===== src/rtl/rf_pkg.sv =====
`default_nettype none
// +----------------------------------------------------------------------------+
// | Module  : rf_pkg                                                           |
// | Brief   : Shared widths, FSM state encoding and helpers for the register-  |
// |           file writeback arbiter.                                          |
// | Rev     : 1.0  initial release                                             |
// +----------------------------------------------------------------------------+
package rf_pkg;

  localparam int REG_ADDR_W = 5;
  localparam int XLEN       = 32;
  localparam int NUM_REGS   = 32;
  localparam int STATS_W    = 16;

  typedef enum logic [0:0] {
    ST_IDLE   = 1'b0,
    ST_LOCKED = 1'b1
  } arb_state_e;

  function automatic logic [STATS_W-1:0] sat_inc(input logic [STATS_W-1:0] v);
    return (v == {STATS_W{1'b1}}) ? v : v + {{(STATS_W-1){1'b0}}, 1'b1};
  endfunction

endpackage
`default_nettype wire


===== src/rtl/rr_pick.sv =====
`default_nettype none
// +----------------------------------------------------------------------------+
// | Module  : rr_pick                                                          |
// | Brief   : Combinational round-robin picker: first set bit of valid at or   |
// |           above ptr, wrapping around; one-hot result.                      |
// | Rev     : 1.0  initial release                                             |
// +----------------------------------------------------------------------------+
module rr_pick #(
  parameter int NUM_REQ = 3,
  parameter int PTR_W   = 2
) (
  input  logic [NUM_REQ-1:0] valid,
  input  logic [PTR_W-1:0]   ptr,
  output logic [NUM_REQ-1:0] grant
);

  logic             found;
  logic [PTR_W-1:0] idx;

  always_comb begin
    grant = '0;
    found = 1'b0;
    idx   = '0;
    for (int k = 0; k < NUM_REQ; k++) begin
      idx = PTR_W'((int'(ptr) + k) % NUM_REQ);
      if (!found && valid[idx]) begin
        grant[idx] = 1'b1;
        found      = 1'b1;
      end
    end
  end

endmodule
`default_nettype wire


===== src/rtl/rf_wb_arbiter.sv =====
`default_nettype none
// +----------------------------------------------------------------------------+
// | Module  : rf_wb_arbiter                                                    |
// | Brief   : Round-robin arbiter sharing the register-file write port among  |
// |           NUM_REQ writeback sources, with capped grant locking.            |
// |           Optional statistics counters: define RF_WB_STATS_EN.             |
// | Rev     : 1.0  initial release                                             |
// +----------------------------------------------------------------------------+
module rf_wb_arbiter
  import rf_pkg::*;
#(
  parameter int NUM_REQ  = 3,
  parameter int LOCK_MAX = 4,
  parameter int PTR_W    = (NUM_REQ > 1) ? $clog2(NUM_REQ) : 1
) (
  input  logic                          clk,
  input  logic                          rst_n,
  input  logic                          stall,
  input  logic [NUM_REQ-1:0]            req_valid,
  input  logic [NUM_REQ-1:0]            req_lock,
  input  logic [NUM_REQ*REG_ADDR_W-1:0] req_addr,
  input  logic [NUM_REQ*XLEN-1:0]       req_data,
  output logic [NUM_REQ-1:0]            req_ready,
  output logic                          rf_we,
  output logic [REG_ADDR_W-1:0]         rf_wa,
  output logic [XLEN-1:0]               rf_wd,
  input  logic [REG_ADDR_W-1:0]         hz_addr,
  output logic                          hz_pending,
  input  logic [3:0]                    stats_sel,
  output logic [STATS_W-1:0]            stats_rdata
);

  localparam int               c_cnt_w    = $clog2(LOCK_MAX + 1);
  localparam logic [c_cnt_w-1:0] c_lock_max = c_cnt_w'(LOCK_MAX);
  localparam logic [PTR_W-1:0] c_last     = PTR_W'(NUM_REQ - 1);

  arb_state_e             state_q, state_d;
  logic [PTR_W-1:0]       ptr_q, ptr_d;
  logic [PTR_W-1:0]       owner_q, owner_d;
  logic [c_cnt_w-1:0]     cnt_q, cnt_d;
  logic                   rf_we_q, rf_we_d;
  logic [REG_ADDR_W-1:0]  rf_wa_q, rf_wa_d;
  logic [XLEN-1:0]        rf_wd_q, rf_wd_d;

  logic [REG_ADDR_W-1:0]  addr_arr [NUM_REQ];
  logic [XLEN-1:0]        data_arr [NUM_REQ];

  logic [NUM_REQ-1:0]     rr_grant;
  logic [NUM_REQ-1:0]     grant;
  logic [PTR_W-1:0]       gidx;
  logic [PTR_W-1:0]       ptr_nxt;
  logic                   hs;
  logic                   owner_keep;
  logic [REG_ADDR_W-1:0]  sel_addr;
  logic [XLEN-1:0]        sel_data;

  for (genvar gi = 0; gi < NUM_REQ; gi++) begin : g_unpack
    assign addr_arr[gi] = req_addr[gi*REG_ADDR_W +: REG_ADDR_W];
    assign data_arr[gi] = req_data[gi*XLEN +: XLEN];
  end

  // While LOCKED the pointer already sits at owner+1, so on lock exit the
  // plain picker output is exactly the round-robin from owner+1.
  rr_pick #(
    .NUM_REQ (NUM_REQ),
    .PTR_W   (PTR_W)
  ) u_rr_pick (
    .valid (req_valid),
    .ptr   (ptr_q),
    .grant (rr_grant)
  );

  always_comb begin
    owner_keep = (state_q == ST_LOCKED) && req_valid[owner_q] &&
                 req_lock[owner_q] && (cnt_q < c_lock_max);
    grant = '0;
    if (rst_n && !stall) begin
      if (owner_keep) begin
        grant[owner_q] = 1'b1;
      end else begin
        grant = rr_grant;
      end
    end
  end

  always_comb begin
    gidx = '0;
    for (int i = 0; i < NUM_REQ; i++) begin
      if (grant[i]) begin
        gidx = PTR_W'(i);
      end
    end
  end

  assign hs       = |grant;
  assign sel_addr = addr_arr[gidx];
  assign sel_data = data_arr[gidx];
  assign ptr_nxt  = (gidx == c_last) ? '0 : gidx + PTR_W'(1);

  always_comb begin
    state_d = state_q;
    owner_d = owner_q;
    cnt_d   = cnt_q;
    ptr_d   = ptr_q;
    rf_we_d = 1'b0;
    rf_wa_d = rf_wa_q;
    rf_wd_d = rf_wd_q;
    // Stall freezes the FSM so stalled cycles never consume lock budget.
    if (!stall) begin
      if (owner_keep) begin
        cnt_d = cnt_q + c_cnt_w'(1);
      end else begin
        state_d = ST_IDLE;
        cnt_d   = '0;
        if (hs && req_lock[gidx]) begin
          state_d = ST_LOCKED;
          owner_d = gidx;
          cnt_d   = c_cnt_w'(1);
        end
      end
      if (hs) begin
        ptr_d   = ptr_nxt;
        rf_we_d = (sel_addr != '0);
        rf_wa_d = sel_addr;
        rf_wd_d = sel_data;
      end
    end
  end

  always_ff @(posedge clk or negedge rst_n) begin
    if (!rst_n) begin
      state_q <= ST_IDLE;
      ptr_q   <= '0;
      owner_q <= '0;
      cnt_q   <= '0;
      rf_we_q <= 1'b0;
      rf_wa_q <= '0;
      rf_wd_q <= '0;
    end else begin
      state_q <= state_d;
      ptr_q   <= ptr_d;
      owner_q <= owner_d;
      cnt_q   <= cnt_d;
      rf_we_q <= rf_we_d;
      rf_wa_q <= rf_wa_d;
      rf_wd_q <= rf_wd_d;
    end
  end

  assign req_ready  = grant;
  assign rf_we      = rf_we_q;
  assign rf_wa      = rf_wa_q;
  assign rf_wd      = rf_wd_q;
  assign hz_pending = rf_we_q && (rf_wa_q == hz_addr) && (hz_addr != '0);

`ifdef RF_WB_STATS_EN
  logic [STATS_W-1:0] gcnt_q [NUM_REQ];
  logic [STATS_W-1:0] gcnt_d [NUM_REQ];
  logic [STATS_W-1:0] x0cnt_q, x0cnt_d;
  logic [STATS_W-1:0] rotcnt_q, rotcnt_d;
  logic               forced_rot;

  // An owner still asking for the port when its budget is spent is a forced rotation.
  assign forced_rot = (state_q == ST_LOCKED) && !stall && req_valid[owner_q] &&
                      req_lock[owner_q] && (cnt_q == c_lock_max);

  always_comb begin
    for (int i = 0; i < NUM_REQ; i++) begin
      gcnt_d[i] = grant[i] ? sat_inc(gcnt_q[i]) : gcnt_q[i];
    end
    x0cnt_d  = (hs && (sel_addr == '0)) ? sat_inc(x0cnt_q) : x0cnt_q;
    rotcnt_d = forced_rot ? sat_inc(rotcnt_q) : rotcnt_q;
  end

  always_ff @(posedge clk or negedge rst_n) begin
    if (!rst_n) begin
      for (int i = 0; i < NUM_REQ; i++) begin
        gcnt_q[i] <= '0;
      end
      x0cnt_q  <= '0;
      rotcnt_q <= '0;
    end else begin
      for (int i = 0; i < NUM_REQ; i++) begin
        gcnt_q[i] <= gcnt_d[i];
      end
      x0cnt_q  <= x0cnt_d;
      rotcnt_q <= rotcnt_d;
    end
  end

  always_comb begin
    stats_rdata = '0;
    if (stats_sel == 4'd14) begin
      stats_rdata = x0cnt_q;
    end else if (stats_sel == 4'd15) begin
      stats_rdata = rotcnt_q;
    end else begin
      for (int i = 0; i < NUM_REQ; i++) begin
        if (stats_sel == 4'(i)) begin
          stats_rdata = gcnt_q[i];
        end
      end
    end
  end
`else
  logic unused_stats_sel;
  assign unused_stats_sel = ^stats_sel;
  assign stats_rdata      = '0;
`endif

endmodule
`default_nettype wire


===== config.mk =====
export PLATFORM = sky130hd
export DESIGN_NAME = rf_wb_arbiter
export DESIGN_NICKNAME = d
export VERILOG_FILES = /design/src/rtl/rf_pkg.sv /design/src/rtl/rr_pick.sv /design/src/rtl/rf_wb_arbiter.sv
export SDC_FILE = /design/constraint.sdc
export NUM_CORES = 1
export LEC_CHECK = 0
export BUFFER_PORTS_ARGS = -buffer_cell sky130_fd_sc_hd__buf_2
export CELL_PAD_IN_SITES_DETAIL_PLACEMENT = 0
export CELL_PAD_IN_SITES_GLOBAL_PLACEMENT = 1
export CORE_MARGIN = 2
export CORE_UTILIZATION = 32
export CTS_CLUSTER_DIAMETER = 200
export DETAILED_ROUTE_END_ITERATION = 7
export GPL_ROUTABILITY_DRIVEN = 0
export GPL_TIMING_DRIVEN = 0
export PLACE_DENSITY = 0.84
export SLEW_MARGIN = 20
export SYNTH_ARGS = -nofsm -noshare
export SYNTH_HDL_FRONTEND = slang
export SYNTH_SLANG_ARGS = --single-unit

===== constraint.sdc =====
create_clock -name clk -period 3.1 [get_ports clk]
set_input_delay 0 -clock clk [delete_from_list [all_inputs] [get_ports clk]]
set_output_delay 0 -clock clk [all_outputs]
set_load 0.1 [all_outputs]

==> flow_summary.yaml, run 1 <==
logic_synthesis:
  synth-main-ff-cell: "dfrtp_1"
  syn_avg_cell_area_sq_um: 9.01
  ys_types: 54
  yosysSeqAreaShare: 0.350
  synth_area_sq_um: 3290
  yosys_warnings: 0
  netlist_instances: 365
  async_flop_share: 1.00
  synth-edff-count: 0
  ys_ff_latch: 46
floorplanning:
  rows: 37
  start_util: 0.324
  die_area_sq_um: 11100
  core_area_sq_um: 10100
  die-width_um: 105
  die_height_um: 105
  num_io_pins: 187
min_path:
  min_to: "rf_wa[4]"
  hold_class: "in -> reg"
  hold_depth: 3
  hold_path_startpoint: "req_addr[14]"
sta:
  rsz0062_at_grt: "false"
  clock_skew_ns: 0.00871
  worst_pin_slew_ns: 0.653
  tns_ns: 0
  setup_viol: 0
  timing.fmax_mhz: 343
  slew_headroom: 0.565
  slew_violations: 0
  fin_crit_ns: 2.92
  fin_crit_sh: 0.940
  timing.final.ws_setup_ns: 0.185
  hold_viol: 0
power:
  vdd_drop_max_uv: 609
  powerDensity_nw_per_um2: 1080
  p_total_mw: 5.16
  p_leak_nw: 2.45
setup_path:
  rr_endpoint: "rf_wd[20]"
  r2r_cells: 12
  timing.rr.start: "ptr_q[0]"
  path_class: "reg -> out"
  worst_setup_path_end_kind: "output port"
  worstPathRequired_ns: 3.10
  cp_max_fo: 19
  start_kind: "flop"
  r2r_slack_ns: 0.27
  critPathArrivalTime_ns: 2.92
grt:
  grt_max_degree: 47
  grtUsageTotal: 0.190
  antenna_found_initial: 0
  use_met3: 0.0247
  use_met2: 0.340
  grt_use_met1: 0.242
  grt_pass1_vias: 3429
  grt_first_pass_wirelength_mm: 17.0
  overflow: 0
  globalRoute.busiestLayer: "met2"
clock_tree:
  clock-sinks: 46
  numCtsBuffers: 5
  htree_levels: 2
  cts_tree: "built"
  cts_root_buf: "clkbuf_8"
  clockBufferDepth: 2
  clk_pin_slew_ns: 0.10
  clk_latency_ns: 0.30
  post_cts_buffers: 0
route:
  postRouteWirelength_mm: 10.8
  dr.pass1.iters: 4
  detail-route-antenna-nets: 0
  viasPerCell: 4.95
  post_drt_wl_per_cell_um: 15.1
  num_vias: 3539
  drt-initial-drc-count: 234
  drc: 0
placed_design:
  place_ws_ns: -0.102
  place_area_sq_um: 4340
  post-dp-hpwl_mm: 8.12
  portBuffers: 164
  dp.cells: 680
outcome:
  outcome: "finished clean"
final_layout:
  layout.cells.non_filler: 715
  fillers: 1000
  drive_above_1_share: 0.428
  synthToLayoutAreaGrowth_pct: 44.6
  final_area_sq_um: 4760
  nNetsFinal: 712
  n_antenna_cell: 0
  regArea_sq_um: 1150
  multiInputGateArea_sq_um: 1860
job:
  maxCapViolations: 0
routing by layer:
layer,wire (um),part of all wire,vias up
met5,0,0,-
met4,130,0.012,0
met3,633,0.059,10
met2,5510,0.51,138
met1,4520,0.42,1679
li1,-,-,1712
cell type report:
class,count,area share
well taps,136,0.0358
flip-flops and latches,46,0.242
clock buffers,6,0.0153
multi-input cells,276,0.391
inverters,14,0.0121
plain buffers,43,0.0618
clock inverters,2,0.00289
repair buffers,192,0.239
state kept, by name (all words and copies together), names as in the netlist:
name / count
cnt_q: 3
owner_q: 2
ptr_q: 2
rf_wa: 5
rf_wd: 32
rf_we: 1
state_q: 1
synthesized netlist by cell type (5+ instances only):
master	instances	area [sq um]
and2_1	13	81.3
ha_1	5	62.6
a21o_1	20	150
buf_2	15	75.1
a22oi_1	11	82.6
buf_4	17	128
nand2_1	58	218
inv_1	12	45.0
a21oi_1	7	35.0
a31oi_1	12	75.1
o21ai_0	10	50.1
a311oi_2	20	300
buf_6	5	56.3
o21ai_1	15	75.1
nor2_1	31	116
clkbuf_1	7	26.3
dfrtp_1	46	1150
what timing repair did:
item	4_1_cts	5_1_grt
resized for setup	7	11
endpoints found under the hold margin	61	0
endpoints found under the setup margin	3	26
hold buffers	28	0
logic make-up after synthesis:
group | count (synthesis) | share of synthesized area
AOI/OAI and AO/OA | 122 | 0.325
other | 1 | 0.00114
adders and majority gates | 5 | 0.0190
and+or+nand+nor | 124 | 0.172
xor gates and xnor gates | 4 | 0.0107
DFF | 46 | 0.350
buffers and inverters | 58 | 0.103
muxes | 5 | 0.0186
power by group:
part           internal [mW]  switching [mW]  leakage, nW
Sequential             0.876           0.176        0.574
Clock                  0.160           0.221       0.0452
Combinational          0.906            2.82         1.83
Total                   1.94            3.22         2.45
worst max-delay path by stage:
stage	start	end	slack [ns]	depth (start not counted)
5_1_grt	ptr_q[0]	rf_wd[17]	0.03	13
3_3_place_gp	rst_n	rf_wd[18]	0.01	10
4_1_cts	ptr_q[0]	req_ready[1]	0.06	11
3_5_place_dp	rst_n	rf_wd[17]	-0.10	10
6_report	ptr_q[0]	req_ready[2]	0.18	10
2_1_floorplan	ptr_q[0]	rf_wd[12]	0.29	13
critical path: stages (launching register included):
cell	delay, ns
dfrtp_1	0.43
inv_1	0.10
ha_2	0.24
mux2_4	0.33
or4_4	0.48
o31ai_2	0.11
o221ai_4	0.23
inv_4	0.15
buf_6	0.20
buf_4	0.14
buf_6	0.21
per-stage QoR:
| stage | utilization | hold WS, ns |
|---|---|---|
| 2_1_floorplan | - | -0.296 |
| 3_3_place_gp | 0.428 | 0.244 |
| 3_5_place_dp | 0.428 | 0.262 |
| 4_1_cts | 0.467 | 0.00752 |
| 5_1_grt | 0.469 | 0.0211 |
| 6_report | 0.469 | 0.0140 |
cell usage in the layout (no fill, tap or decap), types with 5 or more instances in the layout:
| cell | n |
|---|---|
| buf_2 | 170 |
| a21oi_1 | 7 |
| dlygate4sd3_1 | 27 |
| and2_1 | 13 |
| o21ai_1 | 15 |
| buf_6 | 8 |
| a22oi_1 | 11 |
| buf_4 | 19 |
| nor2_1 | 30 |
| a31oi_1 | 12 |
| clkbuf_1 | 7 |
| conb_1 | 16 |
| dfrtp_1 | 46 |
| nand2_1 | 58 |
| clkbuf_8 | 5 |
| a311oi_2 | 20 |
| a21o_1 | 20 |
| inv_1 | 12 |
| o21ai_0 | 10 |
Power figures use the tool's default switching activity.
==> run 2: changes to the inputs <==
- ABC_AREA: default -> 1
- CORE_UTILIZATION: 32 -> 30
==> run 2 against run 1 <==
- flip-flop and latch count stayed put
- register-to-register slack got worse by 0.05 ns
- sequential power is essentially flat
- clock power increased by 45%
- first-iteration DRC count is 37% lower
- clock skew shrank 0.0042 ns
- critical endpoint is now rf_wd[27]
- largest cell class unchanged
==> flow_summary.yaml, run 2 <==
final_layout:
  n_antenna_cell: 0
  nNetsFinal: 750
  regArea_sq_um: 1150
  multiInputGateArea_sq_um: 1650
  synthToLayoutAreaGrowth_pct: 49.1
  drive_above_1_share: 0.425
  fillers: 1066
  final_common_cell: "buf_2"
  largest_reg_flops: 32
  final_cell_mix: "172 x buf_2, 109 x nand2_1, 46 x dfrtp_1"
route:
  viasPerCell: 4.59
  post_drt_wl_per_cell_um: 13.4
  postRouteWirelength_mm: 10.1
  drc: 0
  num_vias: 3456
  detail-route-antenna-nets: 0
  dr.pass1.iters: 5
  drt-initial-drc-count: 147
clock_tree:
  numCtsBuffers: 5
  clk_latency_ns: 0.30
  cts_root_buf: "clkbuf_8"
  clk_pin_slew_ns: 0.09
  clock-sinks: 46
  cts_tree: "built"
  clockBufferDepth: 2
  htree_levels: 2
sta:
  timing.fmax_mhz: 347
  tns_ns: 0
  setup_viol: 0
  hold_viol: 0
  fin_crit_sh: 0.929
  slew_violations: 0
  fin_crit_ns: 2.88
  clock_skew_ns: 0.00449
  rsz0062_at_grt: "false"
  timing.final.ws_setup_ns: 0.220
grt:
  grt_pass1_vias: 3454
  grt_first_pass_wirelength_mm: 16.3
  grtUsageTotal: 0.181
  overflow: 0
  grt_max_degree: 47
  antenna_found_initial: 0
  globalRoute.busiestLayer: "met2"
  use_met2: 0.316
  grt_use_met1: 0.224
  use_met3: 0.0402
logic_synthesis:
  synth_top_cell_area_share: 0.371
  ys_types: 38
  netlist_instances: 400
  netlist_top_cells_count: "109 x nand2_1, 46 x dfrtp_1, 30 x nand4_1"
  synth-main-ff-cell: "dfrtp_1"
  syn_avg_cell_area_sq_um: 7.76
  async_flop_share: 1.00
  yosysSeqAreaShare: 0.371
  synth.most_common_cell: "nand2_1"
  ys_ff_latch: 46
  synth-edff-count: 0
  synth.area.top_cells: "dfrtp_1 37%, nand2_1 13%, nand4_1 6.0%"
  synth_area_sq_um: 3100
  yosysTopAreaCell: "dfrtp_1"
  yosys_warnings: 0
floorplanning:
  die_area_sq_um: 11200
  start_util: 0.305
  num_io_pins: 187
  die_height_um: 106
  core_area_sq_um: 10200
  rows: 37
  die-width_um: 106
setup_path:
  worstPathRequired_ns: 3.28
  cp_max_fo: 10
  r2r_slack_ns: 0.22
  cpPeakStageDelay_ns: 0.57
  path_class: "reg -> reg"
  cp.depth: 16
  crit_top_cell: "inv_1"
  cp_top_family: "buffers and inverters"
  path_buf_inv: 7
  critPathArrivalTime_ns: 3.06
  cp-startpoint: "ptr_q[0]"
  start_kind: "flop"
  cpMaxStageDelayCell: "dlygate4sd3_1"
  worst_setup_path_end_kind: "flop"
  timing.rr.start: "ptr_q[0]"
  path_cells: "inv_1, ha_4, inv_1, nand2_1, nand3_1, nand2_2, inv_1, nand3_1, nand3_2, nand2_4, clkinvlp_4, buf_6, buf_4, nand2_1, nand4_1, dlygate4sd3_1"
  r2r_cells: 16
placed_design:
  post-dp-hpwl_mm: 7.88
  place_ws_ns: 0.393
  portBuffers: 166
power:
  vdd_drop_max_uv: 800
  p_total_mw: 5.94
  p_leak_nw: 2.38
  powerDensity_nw_per_um2: 1280
job:
  maxCapViolations: 0
min_path:
  hold_class: "in -> reg"
  hold_depth: 4
  hold_path_startpoint: "req_data[42]"
outcome:
  outcome: "finished clean"
[run 2: power by group]
group	internal, mW	total [mW]	switching (mW)
clock network	0.344	0.552	0.208
registers	0.893	1.05	0.160
logic	1.11	4.33	3.22
[run 2: logic make-up after synthesis]
group	share of synthesized area
and+or+nand+nor	0.370
buffers and inverters	0.124
AOI/OAI and AO/OA	0.111
DFF	0.371
adders and majority gates	0.0202
xor gates and xnor gates	0.00282
other	0.00121
[run 2: timing repair]
| action | CTS | global route |
|---|---|---|
| hold buffers | 23 | 0 |
| gates resized for setup | 0 | 6 |
| buffers inserted | 0 | 5 |
| endpoints found under the setup margin | 0 | 9 |
| hold endpoints to repair | 61 | 0 |
[run 2: layout make-up]
type | count | area share
Buffer | 33 | 0.0559
Clock buffer | 6 | 0.0178
Clock inverter | 2 | 0.0130
Inverter | 33 | 0.0292
Multi-Input combinational cell | 303 | 0.357
Sequential cell | 46 | 0.249
Tap cell | 136 | 0.0368
Timing Repair Buffer | 194 | 0.242
[run 2: metal layers]
layer,up-vias,wire (um)
met5,-,0
met4,0,155
met3,14,779
met2,128,4950
met1,1587,4230
li1,1727,-
[run 2: worst paths after layout]
path	end
min	rf_wd[10]
max	rf_wd[27]
max in group asynchronous	rf_wd[18]
max reg2reg	rf_wd[27]
min in group asynchronous	rf_wd[27]
min reg2reg	cnt_q[2]
[run 2: metrics by stage]
step	utilization	cells	instance area, sq um	hold WS [ns]
final	0.455	753	4630	0.0102
after global routing	0.455	753	4630	0.0117
after CTS	0.448	748	4570	0.00358
after detailed placement	0.410	717	4180	0.231
after global placement	0.410	717	4180	0.228
after floorplan	-	415	3180	-0.296
[run 2: worst min-delay path: cells and delay by family]
| kind | cells | cell delay, ns |
|---|---|---|
| AND/OR/NAND/NOR | 2 | 0.10 |
| AO/OA/AOI/OAI | 1 | 0.10 |
| buffers and inverters | 1 | 0.08 |
==> run 3: changes to the inputs <==
- ABC_AREA: 1 -> default
- CORE_UTILIZATION: 30 -> 32
- CTS_BUF_LIST: default -> sky130_fd_sc_hd__clkbuf_4
==> run 3 against run 2 <==
- final cell count down 2.1%
- largest power group unchanged
- sequential power hardly changed
- sequential share of layout area fell by 1.6 points
- final area grew 6.8%
- flip-flop and latch count unchanged
- non-clock buffer count increased by 30
- wire length increased by 12%
- largest cell class unchanged
- clock-buffer cell count unchanged
- clock power down 43%
- highest routed layer unchanged
- first-iteration DRC count grew 62%
- setup slack got worse by 0.051 ns
==> flow_summary.yaml, run 3 (synthesis gave the netlist of run 1 again) <==
final_layout:
  drive_above_1_share: 0.423
  final_area_sq_um: 4940
  multiInputGateArea_sq_um: 1860
  layout.cells.non_filler: 737
  n_antenna_cell: 0
  nNetsFinal: 734
  fillers: 987
  regArea_sq_um: 1150
  largest_reg_flops: 32
  final_common_cell: "buf_2"
  synthToLayoutAreaGrowth_pct: 50.3
  final_util: 0.488
  final_cell_mix: "170 x buf_2, 58 x nand2_1, 46 x dfrtp_1"
sta:
  clock_skew_ns: 0.0205
  hold_viol: 0
  slew_violations: 0
  worst_pin_slew_ns: 0.649
  timing.fmax_mhz: 341
  fin_crit_ns: 2.93
  setup_viol: 0
  fin_crit_sh: 0.945
  whs_ns: 0.0184
  slew_headroom: 0.567
power:
  power.switching_mw: 3.23
  powerDensity_nw_per_um2: 1040
  p_leak_nw: 2.53
  vdd_drop_max_uv: 510
  power_frac_comb: 0.734
  p_int_mw: 1.91
  switching_share: 0.628
  clockPowerShare: 0.061
  power.share.sequential: 0.204
setup_path:
  path_cells: "inv_1, ha_2, mux2_4, or4_4, o31ai_2, o221ai_4, inv_4, buf_6, buf_4, buf_6"
  cp_top_family: "buffers and inverters"
  path_class: "reg -> out"
  path_buf_inv: 5
  cpMaxStageDelayCell: "or4_4"
  cp_max_fo: 19
  critPathArrivalTime_ns: 2.93
  start_kind: "flop"
  worst_setup_path_end_kind: "output port"
  worstPathRequired_ns: 3.10
  crit_top_cell: "buf_6"
  cpPeakStageDelay_ns: 0.48
floorplanning:
  die_area_sq_um: 11100
  die_height_um: 105
  start_util: 0.324
  num_io_pins: 187
  core_area_sq_um: 10100
  rows: 37
  die-width_um: 105
clock_tree:
  clk_latency_ns: 0.37
  cts_tree: "built"
  clock-sinks: 46
  htree_levels: 2
  cts_root_buf: "clkbuf_4"
  numCtsBuffers: 5
  clk_pin_slew_ns: 0.16
  clockBufferDepth: 2
job:
  maxCapViolations: 0
outcome:
  outcome: "finished clean"
route:
  postRouteWirelength_mm: 11.4
  num_vias: 3627
  drc: 0
  viasPerCell: 4.92
  dr.pass1.iters: 4
  detail-route-antenna-nets: 0
  post_drt_wl_per_cell_um: 15.4
  drt-initial-drc-count: 238
min_path:
  hold_class: "in -> reg"
placed_design:
  portBuffers: 164
  dp.cells: 680
  place_area_sq_um: 4340
  post-dp-hpwl_mm: 8.12
grt:
  grt_first_pass_wirelength_mm: 17.8
  grt_pass1_vias: 3578
  antenna_found_initial: 0
  overflow: 0
  grtUsageTotal: 0.199
  grt_max_degree: 47
-- run 3: cell count changes in the layout (fill, tap and decap cells not counted), moves of 14 or more --
cell	before	now
dlygate4sd3_1	22	44
a311oi_2	0	20
inv_1	26	12
nand3_1	29	0
o21a_1	19	0
nand4_1	30	0
nand2_1	109	58
a21o_1	0	20
-- run 3: path summary, 6_finish.rpt --
kind / start / to / slack (ns) / depth (start not counted)
setup reg to reg: ptr_q[0] / rf_wd[26] / 0.17 / 11
max in group asynchronous: rst_n / state_q / 2.65 / 3
hold reg to reg: rf_wd[18] / rf_wd[18] / 0.49 / 1
min in group asynchronous: rst_n / rf_wd[16] / 0.22 / 3
hold / removal: req_data[62] / rf_wd[30] / 0.02 / 3
setup / recovery: ptr_q[0] / req_ready[2] / 0.17 / 10
-- run 3: repair_timing --
action,4_1_cts,5_1_grt
pin swaps,0,1
setup endpoints to repair,3,26
hold endpoints to repair,66,0
buffers inserted,0,5
gates resized for setup,8,11
hold buffers,45,0
-- run 3: stage by stage --
stage | TNS, ns | setup WS [ns] | total power [mW]
floorplan | 0 | 0.288 | 4.06
detailed placement | -0.649 | -0.102 | 4.74
CTS | 0 | 0.0314 | 5.11
finish | 0 | 0.169 | 5.14
global route | -0.00579 | -0.00579 | 5.42
global placement | 0 | 0.0122 | 4.69
-- run 3: power by group through the flow --
| stage | logic [mW] | registers [mW] | clock network [mW] |
|---|---|---|---|
| 3_5_place_dp | 3.68 | 1.06 | 0 |
| 6_report | 3.78 | 1.05 | 0.316 |
| 4_1_cts | 3.74 | 1.05 | 0.320 |
| 2_1_floorplan | 1.36 | 2.70 | 0 |
| 5_1_grt | 3.98 | 1.09 | 0.341 |
| 3_3_place_gp | 3.64 | 1.05 | 0 |
-- run 3: worst min-delay path, cell delays in order --
cell      delay, ns
buf_2          0.09
o21ai_0        0.19
a221oi_2       0.06
-- run 3: layer usage --
metal	global-route usage	vias to the layer above	part of all wire
met1	0.246	1745	0.43
met4	0.0495	0	0.015
met2	0.362	107	0.52
met5	0	-	0
li1	-	1761	-
met3	0.0284	14	0.043
-- run 3: area by class of cell --
| type | instances | share of cell area |
|---|---|---|
| Timing Repair Buffer | 214 | 0.273 |
| Sequential cell | 46 | 0.233 |
| Clock buffer | 6 | 0.00911 |
| Clock inverter | 2 | 0.00278 |
| Inverter | 14 | 0.0116 |
| Multi-Input combinational cell | 276 | 0.376 |
| Tap cell | 136 | 0.0344 |
| Buffer | 43 | 0.0602 |
